--- config.mk ---
export PLATFORM = sky130hd
export DESIGN_NAME = mem_ctrl
export DESIGN_NICKNAME = d
export VERILOG_FILES = /design/src/rtl/mem_ctrl.sv
export SDC_FILE = /design/constraint.sdc
export NUM_CORES = 1
export LEC_CHECK = 0
export ABC_AREA = 1
export BUFFER_PORTS_ARGS = -buffer_cell sky130_fd_sc_hd__buf_4
export CELL_PAD_IN_SITES_DETAIL_PLACEMENT = 0
export CELL_PAD_IN_SITES_GLOBAL_PLACEMENT = 1
export CORE_AREA = 3 3 68 76
export CTS_CLUSTER_SIZE = 25
export DETAILED_ROUTE_END_ITERATION = 8
export DIE_AREA = 0 0 71 79
export PLACE_DENSITY = 0.76
export SLEW_MARGIN = 20
export SYNTH_ARGS = -nofsm -noshare
export SYNTH_HDL_FRONTEND = slang
export SYNTH_SLANG_ARGS = --single-unit
export TNS_END_PERCENT = 50
--- constraint.sdc ---
create_clock -name clk -period 1.35 [get_ports clk]
set_clock_uncertainty 0.2 [all_clocks]
set_input_delay 0.135 -clock clk [delete_from_list [all_inputs] [get_ports clk]]
set_output_delay 0.135 -clock clk [all_outputs]
set_load 0.01 [all_outputs]
--- src/rtl/mem_ctrl.sv ---
// Four-phase CPU-to-memory access controller (IDLE/SETUP/ACCESS/RELEASE), all outputs registered.
// Optional ACCESS timeout with cpu_err is built when MEM_TIMEOUT_EN is defined.
module mem_ctrl #(
    parameter int ADDR_W = 7,
    parameter int DATA_W = 8
`ifdef MEM_TIMEOUT_EN
    ,
    parameter int TIMEOUT = 15
`endif
) (
    input  logic              clk,
    input  logic              rst_n,
    input  logic              cpu_req,
    input  logic              cpu_we,
    input  logic [ADDR_W-1:0] cpu_addr,
    input  logic [DATA_W-1:0] cpu_wdata,
    output logic              cpu_busy,
    output logic              cpu_done,
    output logic [DATA_W-1:0] cpu_rdata,
`ifdef MEM_TIMEOUT_EN
    output logic              cpu_err,
`endif
    output logic              mem_en,
    output logic              mem_read,
    output logic              mem_write,
    output logic [ADDR_W-1:0] mem_address,
    output logic [DATA_W-1:0] mem_input_data,
    input  logic [DATA_W-1:0] mem_output_data,
    input  logic              mem_ready
);

    typedef enum logic [1:0] {IDLE, SETUP, ACCESS, RELEASE} state_t;

    state_t state;

`ifdef MEM_TIMEOUT_EN
    localparam int CNT_W = $clog2(TIMEOUT + 1);
    logic [CNT_W-1:0] cnt;
    logic             timed_out;
`endif

    // NOTE: state and every registered output use non-blocking assignments so all
    // of them update together on the edge, whatever order the statements appear in.
    always_ff @(posedge clk or negedge rst_n) begin
        if (!rst_n) begin
            // NOTE: the data/address registers are plain flops, not a memory array,
            // so clearing them in reset is cheap and keeps the bus quiet after reset.
            state          <= IDLE;
            cpu_busy       <= 1'b0;
            cpu_done       <= 1'b0;
            cpu_rdata      <= '0;
            mem_en         <= 1'b0;
            mem_read       <= 1'b0;
            mem_write      <= 1'b0;
            mem_address    <= '0;
            mem_input_data <= '0;
`ifdef MEM_TIMEOUT_EN
            cpu_err        <= 1'b0;
            cnt            <= '0;
            timed_out      <= 1'b0;
`endif
        end else begin
            cpu_done <= 1'b0;
`ifdef MEM_TIMEOUT_EN
            cpu_err  <= 1'b0;
`endif
            case (state)
                IDLE: begin
                    if (cpu_req) begin
                        mem_write      <= cpu_we;
                        mem_read       <= !cpu_we;
                        mem_address    <= cpu_addr;
                        mem_input_data <= cpu_wdata;
                        cpu_busy       <= 1'b1;
                        state          <= SETUP;
                    end
                end
                SETUP: begin
                    mem_en <= 1'b1;
                    state  <= ACCESS;
`ifdef MEM_TIMEOUT_EN
                    cnt       <= '0;
                    timed_out <= 1'b0;
`endif
                end
                ACCESS: begin
                    if (mem_ready) begin
                        if (mem_read) begin
                            cpu_rdata <= mem_output_data;
                        end
                        mem_en <= 1'b0;
                        state  <= RELEASE;
                    end
`ifdef MEM_TIMEOUT_EN
                    // Give up on the TIMEOUT-th ACCESS cycle that still sees no ready.
                    else if (cnt == CNT_W'(TIMEOUT - 1)) begin
                        mem_en    <= 1'b0;
                        timed_out <= 1'b1;
                        state     <= RELEASE;
                    end else begin
                        cnt <= cnt + 1'b1;
                    end
`endif
                end
                RELEASE: begin
                    if (!mem_ready) begin
                        cpu_done  <= 1'b1;
                        mem_read  <= 1'b0;
                        mem_write <= 1'b0;
                        cpu_busy  <= 1'b0;
                        state     <= IDLE;
`ifdef MEM_TIMEOUT_EN
                        cpu_err   <= timed_out;
`endif
                    end
                end
                default: state <= IDLE;
            endcase
        end
    end

endmodule

After elaboration in Yosys (flattened, before gate mapping):

Index checks and enable logic that the tools add are counted.

* $add $sub $neg: 0
* multiply operators: 0
* divide/modulo/power cells: 0
* magnitude comparators: 0
* eq/ne operators: 6
* shift operators: 0
* mux-type cells: 15
* bitwise operators: 0
* reduce and logical (&&, ||, !) cells: 9

Operator list (count)
* $reduce_and A3 Y1: 3
* $pmux W1 S2: 4
* $pmux W2 S4: 1
* $mux W1: 7
* $mux W2: 3
* $ne A2 B2 Y1 const B: 3
* $eq A2 B2 Y1 const B: 2
* $reduce_and A2 Y1: 2
* $reduce_bool A2 Y1: 2
* $eq A2 B1 Y1 const B: 1
* $logic_not A2 Y1: 1
* $logic_not A1 Y1: 1

* register bits: 30
* latch bits: 0
* memory bits (writable): 0
* memory bits (read-only): 0
* output and inout port bits: 28
* memories: 0

Logic depth before layout (Yosys ltp):

Gate-level depths: netlist of run 1.

* depth in word-level cells: 3
* gate-level depth with buffers: 8
* depth with buffers taken out: 7

Worst setup path after synthesis of run 1:

OpenSTA, ideal clock, no wires.

* kind: register -> register
* from: register state[0]
* to: register mem_write
* library setup time: 0.119 ns
* arrival: 1.108 ns
* setup slack: -0.076 ns
* stages on the path, launching flop included: 8
* period minus slack after synthesis: 1.426 ns
* cells stage by stage: dfrtp_1 > inv_1 > ha_1 > buf_4 > nand2_4 > nand3_2 > nand2_1 > nand2_1

* longest elaborated chain between the ends: 3

RTL lines
* start, declared: RTL line 34 `state_t state;`
* start signal, assigned: RTL line 48 `state <= IDLE;`
* start signal, assigned: RTL line 75 `state <= SETUP;`
* start signal, assigned: RTL line 80 `state <= ACCESS;`
* $eq A2 B2 Y1 / $logic_not A2 Y1 (equally long branches): RTL line 67 `case (state)`
* $ne A2 B2 Y1 (no source line) / $reduce_bool A2 Y1 (equally long branches)
* $reduce_and A3 Y1 (no source line)
* end signal, assigned: RTL line 70 `mem_write <= cpu_we;`
* end, declared: RTL line 25 `output logic mem_write,`

Several ways; a longest one is shown, not always the timed one.
A chain may end at the register's enable or synchronous reset.

Worst setup path after layout of run 1:

* from: register state[1]
* to: register cpu_busy

* longest elaborated chain between the ends: 3

RTL lines
* $eq A2 B2 Y1 / $logic_not A2 Y1 (equally long branches): RTL line 67
* $ne A2 B2 Y1 (no source line) / $reduce_bool A2 Y1 (equally long branches)
* $reduce_and A3 Y1 (no source line)
* end signal, assigned: RTL line 49 `cpu_busy <= 1'b0;`
* end signal, assigned: RTL line 74 `cpu_busy <= 1'b1;`
* end signal, assigned: RTL line 110 `cpu_busy <= 1'b0;`
* end, declared: RTL line 17 `output logic cpu_busy,`

Several ways; a longest one is shown, not always the timed one.

==> results of run 1 <==
[power groups by stage]
stage	logic, mW	clock network, mW	registers [mW]
finish	2.37	0.736	1.64
CTS	2.29	0.768	1.62
global route	2.65	0.810	1.69
detailed placement	2.14	0	1.62
floorplan	1.01	0	1.75
global placement	2.12	0	1.62
[worst max path at each step]
stage / to
after global routing: mem_read$_DFFE_PN0P_
after CTS: cpu_rdata[2]$_DFFE_PN0P_
after global placement: cpu_rdata[5]$_DFFE_PN0P_
after floorplan: cpu_busy$_DFFE_PN0P_
final: cpu_busy$_DFFE_PN0P_
after detailed placement: cpu_rdata[0]$_DFFE_PN0P_
[repair_timing]
item	in CTS	in global routing
endpoints found under the setup margin	14	29
hold endpoints to repair	56	0
gates cloned	1	0
pin swaps	1	4
hold buffers	26	0
resized for setup	6	11
buffers inserted	2	0
[cells by family after synthesis]
family,share of synthesized area (%)
flip-flops,54.9
AO/OA/AOI/OAI,0.366
buffers and inverters,6.50
AND/OR/NAND/NOR,32.7
adder cells (fa/ha/maj),5.49
[through the flow]
stage          worst slack (ns)  setup TNS, ns  total power, mW
5_1_grt                 -0.0877          -1.61             5.15
3_5_place_dp            -0.0956         -0.945             3.76
3_3_place_gp            -0.0785         -0.770             3.74
2_1_floorplan           -0.0106        -0.0407             2.76
6_report                -0.0127        -0.0257             4.74
4_1_cts                 -0.0296         -0.250             4.68
[metal layers]
layer	share of wire, %	vias up	GRT usage (%)	wire length, um
met4	2.1	0	6.20	75
li1	-	666	-	-
met3	5.6	6	3.80	206
met1	42	620	15.9	1530
met5	0	-	0	0
met2	50	38	24.4	1830
[critical path: stages, from the launching register on]
cell and delay (ns):
dfrtp_2 0.45, inv_2 0.09, ha_4 0.20, inv_2 0.06
nand2_4 0.08, nand3_4 0.07, nand2_1 0.07, nand2_1 0.04
[cell usage after synthesis]
master and number:
nand2_1 60, dfrtp_1 30, nand3_1 23, inv_1 8
ha_1 6, nand4_1 5, buf_4 4, nor2_1 4
nand2_4 3, inv_2 2, nand3_2 2, a21oi_1 1
buf_2 1, buf_6 1, clkinv_2 1, nand2_2 1
[area by class of cell]
cell class | instances | share of cell area, %
multi-input cells | 105 | 25.7
clock buffers | 7 | 3.75
clock inverters | 1 | 0.217
well taps | 54 | 2.93
flip-flops and latches | 30 | 32.7
inverters | 11 | 2.01
repair buffers | 91 | 32.5
repair inverters | 1 | 0.217
[registers in the layout (all words and copies together), names as in the netlist]
name	cells
mem_write	1
cpu_busy	1
mem_en	1
cpu_done	1
mem_address	7
mem_input_data	8
mem_read	1
cpu_rdata	8
state	2
[cells in the final DEF, fill, tap and decap left out, drive strengths merged]
cell	n
dlygate4sd3	26
buf	65
inv	10
nor2	4
a21oi	1
clkinv	3
nand4	5
ha	6
dfrtp	30
nand2	64
clkbuf	7
nand3	25
==> results.sh, run 1 <==
export IMPL_die_x_um=71
export IMPL_ys_types=16
export IMPL_cp_max_fo=6
export IMPL_drc=0
export IMPL_grt_max_degree=31
export IMPL_outcome="finished, violations left"
export IMPL_instances_no_fill=300
export IMPL_seqCellArea_sq_um=753
export IMPL_grt_overflow_total=0
export IMPL_synth_top_area_share_pct=54.9
export IMPL_start_kind="flop"
export IMPL_max_vdd_ir_drop_v=0.000761
export IMPL_drt_pre_antenna_iters=4
export IMPL_ant_nets=0
export IMPL_nFillCells=432
export IMPL_crit_start="state[1]$_DFFE_PN0P_"
export IMPL_synth_cells=152
export IMPL_critPathKind="reg -> reg"
export IMPL_drt_iter0_markers=55
export IMPL_cp_arrival_ns=1.33
export IMPL_fmax_mhz=734
export IMPL_rsz0062_at_grt="true"
export IMPL_nets=279
export IMPL_ios=56
export IMPL_antenna_found_initial=0
export IMPL_slew_limit_headroom_pct=74.2
export IMPL_hold_class="in -> reg"
export IMPL_rr_worst_depth=7
export IMPL_clkTransAtPathRegs_ns=0.06
export IMPL_grt_pass1_vias=1370
export IMPL_holdWs_ns=0.0242
export IMPL_place_area_sq_um=1870
export IMPL_p_int_mw=2.92
export IMPL_num_antenna_cells=0
export IMPL_via_per_inst=4.43
export IMPL_power_switching_mw=1.82
export IMPL_synth_top_area_cell="dfrtp_1"
export IMPL_violations="negative setup slack"
export IMPL_synth_warnings=0
export IMPL_die_area_sq_um=5610
export IMPL_worst_slack_ns=-0.0127
export IMPL_worstMarginPinSlew_ns=0.387
export IMPL_htreeDepth=2
export IMPL_stdcell_area_sq_um=2300
export IMPL_die_h_um=79
export IMPL_utilization_pct=52.6
export IMPL_grt_usage_pct=14.0
export IMPL_clock_path_buffers=2
export IMPL_swShare_pct=38.3
export IMPL_cp_required_ns=1.32
export IMPL_final_layout_size_suffix_gt1_share_pct=39.0
export IMPL_cts_sink_count=30
export IMPL_min_path_cells=3
export IMPL_gp_congestion=0.775
export IMPL_reg2reg_to="cpu_busy$_DFFE_PN0P_"
export IMPL_fin_crit_ns=1.36
export IMPL_worstHoldStart="cpu_req"
export IMPL_post_drt_wl_per_cell_um=12.2
export IMPL_numPortBuffers=55
export IMPL_worst_r2r_setup_slack_ns=-0.01
export IMPL_seqPwrFrac_pct=34.5
export IMPL_cts_buffers=5
export IMPL_initial_core_util_pct=31.2
export IMPL_cp_end_kind="flop"
export IMPL_row_count=25
export IMPL_avgSynthCellArea_sq_um=8.99
export IMPL_place_inst=263
export IMPL_cts_tree="yes"
export IMPL_fin_crit_sh_pct=101
export IMPL_areaGrowthSynthToFinish_pct=68.7
export IMPL_drv_cap=0
export IMPL_power_frac_comb_pct=49.9
export IMPL_dp_hpwl_um=2350
export IMPL_final_hold_viol_count=0
export IMPL_pwr_density_cell_nw_per_um2=2060
export IMPL_setup_viol=3
export IMPL_multi_input_area_sq_um=593
export IMPL_power_leakage_nw=1.25
export IMPL_syn_nets=186
export IMPL_drt_wl_total_um=3650
export IMPL_whs_endpoint="mem_input_data[7]$_DFFE_PN0P_"
export IMPL_root_buffer="clkbuf_8"
export IMPL_finalMaxSlewViolations=0
export IMPL_clk_latency_ns=0.28
export IMPL_synth_seq_area_share_pct=54.9
export IMPL_core_sq_um=4380
export IMPL_synth_area_sq_um=1370
export IMPL_synth_area_leaders="dfrtp_1, nand2_1, nand3_1"
export IMPL_grt_pass1_wl_um=6150
export IMPL_ys_ff_latch=30
export IMPL_num_vias=1330
export IMPL_reg2reg_from="state[1]$_DFFE_PN0P_"
export IMPL_clock_power_share_pct=15.5
Power figures use the tool's default switching activity.
==> run 2: changes to the inputs <==
--- a/config.mk
+++ b/config.mk
@@ -5,15 +5,15 @@
 export SDC_FILE = /design/constraint.sdc
 export NUM_CORES = 1
 export LEC_CHECK = 0
-export ABC_AREA = 1
 export BUFFER_PORTS_ARGS = -buffer_cell sky130_fd_sc_hd__buf_4
 export CELL_PAD_IN_SITES_DETAIL_PLACEMENT = 0
 export CELL_PAD_IN_SITES_GLOBAL_PLACEMENT = 1
-export CORE_AREA = 3 3 68 76
+export CORE_AREA = 3 3 64 72
 export CTS_CLUSTER_SIZE = 25
 export DETAILED_ROUTE_END_ITERATION = 8
-export DIE_AREA = 0 0 71 79
+export DIE_AREA = 0 0 67 75
 export PLACE_DENSITY = 0.76
+export SETUP_SLACK_MARGIN = 0.02
 export SLEW_MARGIN = 20
 export SYNTH_ARGS = -nofsm -noshare
 export SYNTH_HDL_FRONTEND = slang
==> run 2 against run 1 <==
The flow still finishes with violations (negative setup slack). Flip-flop and latch count unchanged. Core utilization up 4.9 points. Combinational power grew 5%. Highest routed layer unchanged.
==> results.sh, run 2 <==
export IMPL_nFillCells=334
export IMPL_post_drt_wl_per_cell_um=13.2
export IMPL_final_layout_size_suffix_gt1_share_pct=60.9
export IMPL_cts_sink_count=30
export IMPL_drc=0
export IMPL_grt_max_degree=31
export IMPL_clock_path_buffers=2
export IMPL_reg2reg_from="state[1]$_DFFE_PN0P_"
export IMPL_worstMarginPinSlew_ns=0.380
export IMPL_post_synth_top_count_cell="dfrtp_1"
export IMPL_drt_pre_antenna_iters=3
export IMPL_grt_pass1_vias=1008
export IMPL_synth_area_sq_um=1290
export IMPL_critPathTopFamily="flip-flops"
export IMPL_ys_ff_latch=30
export IMPL_syn_nets=119
export IMPL_num_antenna_cells=0
export IMPL_via_per_inst=4.32
export IMPL_place_area_sq_um=1870
export IMPL_clkTransAtPathRegs_ns=0.06
export IMPL_synth_cells=85
export IMPL_num_vias=1019
export IMPL_grt_pass1_wl_um=4760
export IMPL_crit_start="state[1]$_DFFE_PN0P_"
export IMPL_ys_types=20
export IMPL_cts_buffers=5
export IMPL_finalMaxSlewViolations=0
export IMPL_pwr_density_cell_nw_per_um2=2190
export IMPL_rsz0062_at_grt="true"
export IMPL_grt_overflow_total=0
export IMPL_areaGrowthSynthToFinish_pct=76.8
export IMPL_htreeDepth=2
export IMPL_hold_class="in -> reg"
export IMPL_path_cells="inv_2, ha_4, nand2b_4, nand3_1, mux2_2"
export IMPL_synth_edf_count=0
export IMPL_synth_top_area_cell="dfrtp_1"
export IMPL_max_vdd_ir_drop_v=0.000733
export IMPL_dp_hpwl_um=2190
export IMPL_fin_crit_ns=1.57
export IMPL_die_h_um=75
export IMPL_worst_slack_ns=-0.221
export IMPL_core_sq_um=3960
export IMPL_reg2reg_to="state[1]$_DFFE_PN0P_"
export IMPL_nets=217
export IMPL_ant_nets=0
export IMPL_fin_crit_sh_pct=116
export IMPL_rr_worst_depth=5
export IMPL_power_total_mw=5.00
export IMPL_cp_arrival_ns=1.53
export IMPL_slowest_stage="dfrtp_2"
export IMPL_synth_area_leaders="dfrtp_1, mux2_2, mux2_4"
export IMPL_cp_max_fo=5
export IMPL_initial_core_util_pct=32.5
export IMPL_start_kind="flop"
export IMPL_die_x_um=67
export IMPL_setup_viol=29
export IMPL_synthTopCellsByCount="dfrtp_1, mux2_2, mux2_4"
export IMPL_final_hold_viol_count=0
export IMPL_row_count=24
export IMPL_synth_top_area_share_pct=58.3
export IMPL_cts_tree="yes"
export IMPL_slowest_delay_ns=0.45
export IMPL_worstSetupEndpoint="state[1]$_DFFE_PN0P_"
export IMPL_layout_commonest_cell="buf_4"
export IMPL_numPortBuffers=55
export IMPL_ios=56
export IMPL_critPathKind="reg -> reg"
export IMPL_drt_wl_total_um=3120
export IMPL_cp_required_ns=1.31
export IMPL_drt_iter0_markers=32
export IMPL_cp_depth=5
export IMPL_clk_latency_ns=0.28
export IMPL_ys_flop_type="dfrtp_1"
export IMPL_synth_warnings=0
export IMPL_gp_congestion=0.821
export IMPL_root_buffer="clkbuf_8"
export IMPL_avgSynthCellArea_sq_um=15.2
export IMPL_violations="negative setup slack"
export IMPL_top_regs="cpu_rdata (8), mem_input_data (8), mem_address (7)"
export IMPL_grt_usage_pct=12.8
export IMPL_fmax_mhz=637
export IMPL_drv_cap=0
export IMPL_worst_r2r_setup_slack_ns=-0.22
export IMPL_antenna_found_initial=0
export IMPL_die_area_sq_um=5030
export IMPL_power_leakage_nw=1.12
export IMPL_cp_end_kind="flop"
export IMPL_critical_path_buf_inv_count=1
export IMPL_fin_setup_tns_ns=-3.96
export IMPL_stdcell_area_sq_um=2280
export IMPL_outcome="finished, violations left"
export IMPL_ys_async_sr_fraction_pct=100
export IMPL_slew_limit_headroom_pct=74.6
export IMPL_synth_seq_area_share_pct=58.3
export IMPL_final_cell_mix="buf_4, dfrtp_1, dlygate4sd3_1"
-- run 2: cell types whose count changed after synthesis, moves of 2 or more --
cell,previous run,this run
inv_2,2,0
buf_4,4,0
o22ai_1,0,2
nand2b_1,0,2
nand2_4,3,0
mux2_2,0,14
nand3_1,23,1
mux2_4,0,10
nand2_1,60,2
nand4_1,5,0
inv_1,8,5
-- run 2: final cells by class --
class	instances	area, sq um	share of cell area [%]
Multi-Input combinational cell	49	581	25.5
Timing Repair Buffer	92	753	33.1
Sequential cell	30	752	33.0
Clock buffer	5	68.8	3.02
Clock inverter	3	40.0	1.76
Tap cell	52	65.1	2.86
Inverter	5	18.8	0.824
-- run 2: timing repair --
action / 4_1_cts / 5_1_grt
pin swaps: 4 / 3
buffers inserted: 2 / 0
hold endpoints to repair: 55 / 0
gates cloned: 0 / 0
hold buffers: 25 / 0
endpoints found under the setup margin: 29 / 30
resized for setup: 6 / 1
-- run 2: power by group --
part	switching, mW	internal [mW]
Sequential	0.278	1.35
Combinational	0.948	1.55
Clock	0.333	0.542
-- run 2: worst register-to-register path, delay by kind of cell, from the launching register on --
family	cells	cell delay (ns)
muxes	1	0.34
and+or+nand+nor	2	0.17
DFF	1	0.45
adders and majority gates	1	0.20
buffers and inverters	1	0.10
-- run 2: worst min path at each step --
stage           start                       endpoint  depth (start not counted)
2_1_floorplan   rst_n           cpu_busy$_DFFE_PN0P_                          0
3_3_place_gp    rst_n  mem_input_data[7]$_DFFE_PN0P_                          1
3_5_place_dp    rst_n     mem_address[0]$_DFFE_PN0P_                          1
4_1_cts        cpu_we           mem_read$_DFFE_PN0P_                          3
5_1_grt        cpu_we           mem_read$_DFFE_PN0P_                          3
6_report       cpu_we           mem_read$_DFFE_PN0P_                          3
-- run 2: metrics by stage --
stage	cells	setup slack, ns	utilization, %	hold WS [ns]
4_1_cts	236	-0.219	57.4	0.0239
6_report	236	-0.221	57.5	0.0415
3_5_place_dp	201	-0.247	47.1	-0.113
3_3_place_gp	201	-0.193	47.1	-0.124
2_1_floorplan	85	-0.174	-	-0.361
5_1_grt	236	-0.263	57.5	0.0414
-- run 2: layer usage --
| metal | vias to the layer above | share of wire [%] | GRT usage (%) |
|---|---|---|---|
| met4 | 0 | 0.80 | 5.41 |
| li1 | 495 | - | - |
| met5 | - | 0 | 0 |
| met3 | 4 | 4.1 | 2.39 |
| met1 | 493 | 38 | 14.7 |
| met2 | 27 | 57 | 23.1 |
-- run 2: cells by family (layout without fill, tap and decap cells) --
logic type	after synthesis	count (layout)	synth area share, %
flip-flops	30	30	58.3
multiplexers	26	26	25.5
AND/OR/NAND/NOR	11	11	4.56
adder cells (fa/ha/maj)	6	6	5.83
AO/OA/AOI/OAI	6	6	3.49
buffers and inverters	6	105	2.33
==> run 3: changes to the inputs <==
--- a/config.mk
+++ b/config.mk
@@ -9,7 +9,7 @@
 export CELL_PAD_IN_SITES_DETAIL_PLACEMENT = 0
 export CELL_PAD_IN_SITES_GLOBAL_PLACEMENT = 1
 export CORE_AREA = 3 3 64 72
-export CTS_CLUSTER_SIZE = 25
+export CTS_CLUSTER_SIZE = 12
 export DETAILED_ROUTE_END_ITERATION = 8
 export DIE_AREA = 0 0 67 75
 export PLACE_DENSITY = 0.76
==> constraint.sdc (replaced) <==
create_clock -name clk -period 1.35 [get_ports clk]
set_clock_uncertainty 0.2 [all_clocks]
set_input_delay 0 -clock clk [delete_from_list [all_inputs] [get_ports clk]]
set_output_delay 0 -clock clk [all_outputs]
set_load 0.01 [all_outputs]
==> run 3 against run 2 <==
The flow still finishes with violations (negative setup slack). Combinational power rose by 8%. Sequential power about the same. Cell area is 3.9% higher. Core utilization increased by 2.2 points. Clock power increased by 0.6%. Final cell count up 2.1%. Register-to-register slack got worse by 0.02 ns. Die area is the same. Non-clock buffer count rose by 5. Worst setup slack worse by 0.024 ns. Largest cell class unchanged.
==> results.sh, run 3 (same netlist as run 2, synthesis figures left out) <==
export IMPL_slew_limit_headroom_pct=81.6
export IMPL_grt_use_met3_pct=2.39
export IMPL_rsz0062_at_grt="true"
export IMPL_pwr_density_cell_nw_per_um2=2200
export IMPL_core_sq_um=3960
export IMPL_whs_endpoint="cpu_done$_DFF_PN0_"
export IMPL_drt_wl_total_um=3290
export IMPL_max_vdd_ir_drop_v=0.000734
export IMPL_worstHoldStart="mem_ready"
export IMPL_grt_pass1_wl_um=4870
export IMPL_nFillCells=328
export IMPL_cp_required_ns=1.31
export IMPL_numPortBuffers=55
export IMPL_reg2reg_from="state[0]$_DFFE_PN0P_"
export IMPL_cp_max_fo=4
export IMPL_num_vias=1047
export IMPL_critPathKind="reg -> reg"
export IMPL_grt_max_degree=31
export IMPL_setup_viol=29
export IMPL_clkTransAtPathRegs_ns=0.07
export IMPL_grt_usage_pct=13.1
export IMPL_num_antenna_cells=0
export IMPL_gp_congestion=0.821
export IMPL_fmax_mhz=627
export IMPL_clk_latency_ns=0.28
export IMPL_power_leakage_nw=1.16
export IMPL_fin_crit_sh_pct=118
export IMPL_cts_sink_count=30
export IMPL_worst_r2r_setup_slack_ns=-0.24
export IMPL_rr_worst_depth=5
export IMPL_ios=56
export IMPL_initial_core_util_pct=32.5
export IMPL_final_hold_viol_count=0
export IMPL_die_area_sq_um=5030
export IMPL_final_layout_size_suffix_gt1_share_pct=61.4
export IMPL_post_drt_wl_per_cell_um=13.7
export IMPL_ant_nets=0
export IMPL_grt_overflow_total=0
export IMPL_layout_commonest_cell="buf_4"
export IMPL_drc=0
export IMPL_drv_cap=0
export IMPL_met2_usage_pct=23.8
export IMPL_top_regs="cpu_rdata (8), mem_input_data (8), mem_address (7)"
export IMPL_power_total_mw=5.20
export IMPL_areaGrowthSynthToFinish_pct=83.7
export IMPL_cts_buffers=5
export IMPL_cts_tree="yes"
export IMPL_cp_end_kind="flop"
export IMPL_dp_hpwl_um=2190
export IMPL_cp_arrival_ns=1.56
export IMPL_drt_pre_antenna_iters=4
export IMPL_antenna_found_initial=0
export IMPL_htreeDepth=2
export IMPL_busiest_layer="met2"
export IMPL_violations="negative setup slack"
export IMPL_die_x_um=67
export IMPL_fin_crit_ns=1.59
export IMPL_worstMarginPinSlew_ns=0.276
export IMPL_root_buffer="clkbuf_8"
export IMPL_finalMaxSlewViolations=0
export IMPL_start_kind="flop"
export IMPL_row_count=24
export IMPL_nets=222
export IMPL_outcome="finished, violations left"
export IMPL_final_cell_mix="buf_4, dfrtp_1, dlygate4sd3_1"
export IMPL_reg2reg_to="state[1]$_DFFE_PN0P_"
export IMPL_holdWs_ns=0.280
export IMPL_hold_class="in -> reg"
export IMPL_worst_slack_ns=-0.245
export IMPL_clock_path_buffers=2
export IMPL_grt_pass1_vias=1038
export IMPL_drt_iter0_markers=32
export IMPL_die_h_um=75
export IMPL_min_path_cells=3
export IMPL_via_per_inst=4.34
export IMPL_gr_usage_met1_pct=14.8
==> run 3: final cells by class <==
cell class | count | area, sq um | area share [%]
Clock buffer | 5 | 68.8 | 2.91
Inverter | 5 | 18.8 | 0.793
Tap cell | 52 | 65.1 | 2.75
Clock inverter | 3 | 40.0 | 1.69
Sequential cell | 30 | 752 | 31.8
Timing Repair Buffer | 97 | 813 | 34.4
Multi-Input combinational cell | 49 | 609 | 25.7
==> run 3: per-stage QoR <==
step           instances  util [%]  TNS (ns)  cell area (sq um)  worst slack (ns)
2_1_floorplan         85         -     -3.52               1330            -0.174
3_3_place_gp         201      47.1     -4.58               1870            -0.193
3_5_place_dp         201      47.1     -5.66               1870            -0.247
4_1_cts              239      58.2     -4.08               2310            -0.219
5_1_grt              241      59.7     -6.32               2370            -0.288
6_report             241      59.7     -4.75               2370            -0.245
==> run 3: per-layer routing <==
| metal | vias up | wire, um |
|---|---|---|
| met2 | 29 | 1900 |
| met5 | - | 0 |
| met4 | 0 | 47 |
| met3 | 7 | 131 |
| met1 | 509 | 1220 |
| li1 | 502 | - |
==> run 3: worst max path at each step <==
stage	from	endpoint	slack, ns	cells after the start
floorplan	state[1]$_DFFE_PN0P_	mem_address[0]$_DFFE_PN0P_	-0.17	5
global placement	state[1]$_DFFE_PN0P_	mem_input_data[3]$_DFFE_PN0P_	-0.19	4
detailed placement	state[1]$_DFFE_PN0P_	mem_input_data[1]$_DFFE_PN0P_	-0.25	4
CTS	state[0]$_DFFE_PN0P_	mem_read$_DFFE_PN0P_	-0.22	5
global route	state[0]$_DFFE_PN0P_	state[1]$_DFFE_PN0P_	-0.29	5
finish	state[0]$_DFFE_PN0P_	state[1]$_DFFE_PN0P_	-0.24	5
==> run 3: worst max-delay path, cell delays in order, from the launching register on <==
cell	delay, ns
dfrtp_1	0.41
inv_2	0.13
ha_4	0.21
nand2b_4	0.07
nand3_1	0.11
mux2_2	0.35
==> run 3: timing repair <==
action | in CTS | in global routing
endpoints found under the setup margin | 29 | 60
buffers inserted | 2 | 2
gates resized for setup | 6 | 10
hold endpoints to repair | 58 | 0
pin swaps | 4 | 4
hold buffers | 28 | 0
==> run 3: power breakdown <==
part	leakage, nW	switching, mW	internal [mW]
clock	0.0579	0.339	0.542
sequential	0.356	0.276	1.35
combinational	0.744	1.03	1.66
